===== src/rtl/apb_pkg.sv =====
// apb_pkg: shared FSM state type and register map for the APB requester/slave pair.
// The register offsets must match the apb_slave decoder.
package apb_pkg;

    typedef enum logic [1:0] {
        IDLE   = 2'd0,
        SETUP  = 2'd1,
        ACCESS = 2'd2,
        RESP   = 2'd3
    } apb_state_e;

    localparam logic [31:0] OPA  = 32'h0000_0000;
    localparam logic [31:0] OPB  = 32'h0000_0004;
    localparam logic [31:0] CTRL = 32'h0000_0008;
    localparam logic [31:0] RES  = 32'h0000_000C;

endpackage


===== src/rtl/apb_timeout_counter.sv =====
// apb_timeout_counter: counts ACCESS wait cycles and flags the cycle that hits LIMIT.
// Used by apb_cmd_master only when APB_TIMEOUT_EN is defined.
module apb_timeout_counter #(
    parameter int unsigned LIMIT = 16
) (
    input  logic clk,
    input  logic reset,
    input  logic clear,
    input  logic inc,
    output logic expired
);

    localparam int unsigned CNT_W = $clog2(LIMIT + 1);

    logic [CNT_W-1:0] count;

    // Fires on the wait cycle that would make the count reach LIMIT.
    assign expired = inc && (count == CNT_W'(LIMIT - 1));

    always_ff @(posedge clk or posedge reset) begin
        if (reset) begin
            count <= '0;
        end else if (clear) begin
            count <= '0;
        end else if (inc && !expired) begin
            count <= count + CNT_W'(1);
        end
    end

endmodule


===== src/rtl/apb_cmd_master.sv =====
// apb_cmd_master: APB3 requester turning a valid/ready command stream into transfers.
// Define APB_TIMEOUT_EN to abort ACCESS after TIMEOUT_CYCLES wait states.
module apb_cmd_master
    import apb_pkg::*;
#(
    parameter int unsigned ADDR_W         = 32,
    parameter int unsigned DATA_W         = 32,
    parameter int unsigned TIMEOUT_CYCLES = 16
) (
    input  logic              clk,
    input  logic              reset,
    input  logic              cmd_valid,
    output logic              cmd_ready,
    input  logic              cmd_write,
    input  logic [ADDR_W-1:0] cmd_addr,
    input  logic [DATA_W-1:0] cmd_wdata,
    output logic              rsp_valid,
    input  logic              rsp_ready,
    output logic [DATA_W-1:0] rsp_rdata,
    output logic              rsp_err,
    output logic              rsp_timeout,
    output logic              psel,
    output logic              penable,
    output logic              pwrite,
    output logic [ADDR_W-1:0] paddr,
    output logic [DATA_W-1:0] pwdata,
    input  logic [DATA_W-1:0] prdata,
    input  logic              pready,
    input  logic              pslverr
);

    apb_state_e state;
    logic       start;
    logic       timeout_hit;

    assign start     = (state == IDLE) && cmd_valid;
    assign cmd_ready = (state == IDLE);

`ifdef APB_TIMEOUT_EN
    logic wait_cycle;

    assign wait_cycle = (state == ACCESS) && !pready;

    apb_timeout_counter #(
        .LIMIT(TIMEOUT_CYCLES)
    ) u_wdog (
        .clk    (clk),
        .reset  (reset),
        .clear  (start),
        .inc    (wait_cycle),
        .expired(timeout_hit)
    );
`else
    assign timeout_hit = 1'b0;
`endif

    always_ff @(posedge clk or posedge reset) begin
        if (reset) begin
            state       <= IDLE;
            psel        <= 1'b0;
            penable     <= 1'b0;
            pwrite      <= 1'b0;
            paddr       <= '0;
            pwdata      <= '0;
            rsp_valid   <= 1'b0;
            rsp_rdata   <= '0;
            rsp_err     <= 1'b0;
            rsp_timeout <= 1'b0;
        end else begin
            unique case (state)
                IDLE: begin
                    if (start) begin
                        pwrite  <= cmd_write;
                        paddr   <= cmd_addr;
                        pwdata  <= cmd_wdata;
                        psel    <= 1'b1;
                        penable <= 1'b0;
                        state   <= SETUP;
                    end
                end
                SETUP: begin
                    penable <= 1'b1;
                    state   <= ACCESS;
                end
                ACCESS: begin
                    // A completing pready takes priority over a same-cycle watchdog hit.
                    if (pready) begin
                        rsp_rdata   <= pwrite ? '0 : prdata;
                        rsp_err     <= pslverr;
                        rsp_timeout <= 1'b0;
                        rsp_valid   <= 1'b1;
                        psel        <= 1'b0;
                        penable     <= 1'b0;
                        state       <= RESP;
                    end else if (timeout_hit) begin
                        rsp_rdata   <= '0;
                        rsp_err     <= 1'b1;
                        rsp_timeout <= 1'b1;
                        rsp_valid   <= 1'b1;
                        psel        <= 1'b0;
                        penable     <= 1'b0;
                        state       <= RESP;
                    end
                end
                RESP: begin
                    if (rsp_ready) begin
                        rsp_valid <= 1'b0;
                        state     <= IDLE;
                    end
                end
            endcase
        end
    end

endmodule


===== config.mk =====
export PLATFORM = sky130hd
export DESIGN_NAME = apb_cmd_master
export DESIGN_NICKNAME = d
export VERILOG_FILES = /design/src/rtl/apb_pkg.sv /design/src/rtl/apb_timeout_counter.sv /design/src/rtl/apb_cmd_master.sv
export SDC_FILE = /design/constraint.sdc
export NUM_CORES = 1
export LEC_CHECK = 0
export CORE_MARGIN = 5
export CORE_UTILIZATION = 41
export DETAILED_ROUTE_END_ITERATION = 16
export GPL_ROUTABILITY_DRIVEN = 0
export PLACE_DENSITY_LB_ADDON = 0.3
export SYNTH_ARGS = -nofsm -noshare
export SYNTH_HDL_FRONTEND = slang
export SYNTH_SLANG_ARGS = --single-unit

===== constraint.sdc =====
create_clock -name clk -period 5 [get_ports clk]
set_input_delay 1.5 -clock clk [delete_from_list [all_inputs] [get_ports clk]]
set_output_delay 1.5 -clock clk [all_outputs]
set_load 0.05 [all_outputs]

==> impl_metrics.json <==
{
  "status": "finished, final reports clean",
  "cts_resized": 0,
  "hold_end": "rsp_rdata[13]",
  "nFillCells": 835,
  "r2r_start": "state[0]",
  "first_pass_iters": 4,
  "endpoint_kind": "output pin",
  "die-area_um2": 12700,
  "crit_start": "pwrite",
  "worstHoldPathCells": 2,
  "setup.worst_path.class": "flop to output pin",
  "peakVddDrop_mv": 0.347,
  "layout_common_cells": "204 x clkdlybuf4s50_1, 103 x dfrtp_1, 50 x mux2_4, 34 x nand2_1",
  "die-height_um": 113,
  "hp-class": "flop to flop",
  "mostFrequentLayoutCell": "clkdlybuf4s50_1",
  "path_delay_family": "buffers and inverters",
  "start_kind": "flop",
  "worstSkewPairLatency_ns": 0.35,
  "timing.final.crit_share_pct": 73.0,
  "clock_sinks": 103,
  "dpl.hpwl_um": 8230,
  "path_max_fanout": 34,
  "post_dp_cell_area_um2": 6440,
  "grt_pass1_vias": 3221,
  "vias_per_cell": 4.63,
  "nets": 619,
  "cpPeakStageDelay_ns": 0.95,
  "grt_pass1_wl_um": 17100,
  "fin_hold_ws_ns": 0.489,
  "utilization_pct": 64.4,
  "power.density_nw_per_um2": 805,
  "hold_viol": 0,
  "fin_skew_ns": 0.00881,
  "yosysTopAreaCell": "dfrtp_1",
  "synth_fp_nets": 420,
  "core_area_um2": 10300,
  "stdcell_count": 651,
  "h-tree-depth": 3,
  "worstRegToRegCells": 6,
  "synth_area_um2": 4320,
  "synth.distinct_cells": 20,
  "p_leak_uw": 0.00299,
  "synth_warnings": 0,
  "syn_area_per_cell_um2": 13.9,
  "setup_viol": 0,
  "max_slew_margin_pct": 23.0,
  "drc": 0,
  "hp-start": "rsp_rdata[13]",
  "ys_seq_elements": 103,
  "cts_setup_buffers": 0,
  "cts_max_path_buffers": 2,
  "cp_slowest_cell": "clkdlybuf4s50_1",
  "yosysTopAreaCellShare_pct": 59.6,
  "start_util_pct": 41.9,
  "timing.reg2reg.setup_slack_ns": 2.69,
  "num_rows": 37,
  "die_w_um": 113,
  "max_clock_freq_ghz": 0.274,
  "tightestPinTransition_ns": 1.15,
  "finalWirelength_um": 10800,
  "vias": 3014,
  "cts_buffers": 9,
  "antenna_found_initial": 0,
  "timing.rr.end": "rsp_rdata[6]",
  "synth_cells": 311,
  "dp.cells": 635,
  "final_area_um2": 6650,
  "clk_root_buffer_cell": "clkbuf_8",
  "syn_to_final_growth_pct": 53.8,
  "cp.required_ns": 3.50,
  "port_buffers": 204,
  "ys_top_cells_by_area": "dfrtp_1 60%, mux2_4 17%, nand2b_1 4.8%, mux2_2 4.7%, o21ai_0 3.8%",
  "antenna_cells": 0,
  "cp.arrival_ns": 2.15,
  "ioPinCount": 206,
  "hold_buffers": 0,
  "grtUsageTotal_pct": 16.9,
  "path_clk_slew_ns": 0.10,
  "drt_iter0_markers": 165,
  "cts_tree": "yes",
  "crit_chain": "clkdlybuf4s50_1",
  "max_cap_violations": 0,
  "final_layout_size_suffix_gt1_share_pct": 17.3,
  "slew_violations": 0,
  "path_buf_inv": 1,
  "ant_nets": 0,
  "grt_start_max_net_pins": 86,
  "routedWlPerCell_um": 16.6,
  "grt.overflow.total": 0,
  "layout_min_cycle_time_ns": 3.65,
  "tns_ns": 0,
  "ys_seq_area_share_pct": 59.6,
  "rsz0062_at_grt": "no"
}
-- how the worst max path moves through the flow --
stage          slack (ns)            to  cells past startpoint
2_1_floorplan        0.80      paddr[0]                      1
3_3_place_gp         1.60    pwdata[14]                      3
3_5_place_dp         1.57  rsp_rdata[6]                      5
4_1_cts              1.28        pwrite                      1
5_1_grt              1.17        pwrite                      1
6_report             1.35        pwrite                      1
-- flip-flops by register name (all words and copies together) (netlist names), 2 cells and up --
register and count:
paddr 32, state 2, pwdata 32, rsp_rdata 32
-- stage by stage --
stage	total power, uW	worst slack [ns]
6_report	5360	1.35
4_1_cts	5420	1.28
3_3_place_gp	4800	1.60
3_5_place_dp	4860	1.57
5_1_grt	5610	1.17
2_1_floorplan	3760	0.796
-- Yosys cell counts --
master,n
o21ai_0,33
mux2_4,50
a22o_1,1
conb_1,1
buf_4,1
mux2_2,18
a221oi_2,1
buf_6,6
buf_2,6
o22ai_1,1
ha_1,6
a221oi_1,1
a21oi_1,2
clkbuf_1,5
nand2_1,35
dfrtp_1,103
nand2b_1,33
nor2b_1,1
inv_1,6
o32a_1,1
-- power breakdown --
group	switching, uW	internal [uW]
registers	255	1250
clock network	294	253
logic	2010	1300
-- cell families after synthesis --
logic type | count (synthesis) | synth area share, %
flops | 103 | 59.6
simple gates | 69 | 7.96
buf+inv | 24 | 3.39
mux | 68 | 22.0
fa+ha+maj | 6 | 1.74
other cells | 1 | 0.0867
compound gates | 40 | 5.18
-- per-layer routing --
layer | routed length [um] | share of wire [%] | track usage (%)
met1 | 4150 | 38 | 19.4
met2 | 5750 | 53 | 30.0
met3 | 622 | 5.8 | 5.08
met4 | 278 | 2.6 | 5.61
met5 | 0 | 0 | 0
-- area by class of cell --
cell class,instances,area [um2],share of cell area (%)
clock buffer,10,138,2.07
clock inverter,6,75.1,1.13
inverter,6,25.0,0.376
multi-input combinational,184,1610,24.2
sequential,103,2580,38.8
tap,136,170,2.56
timing repair buffer,206,2060,30.9
No activity file was read; power rests on OpenSTA's default activity.
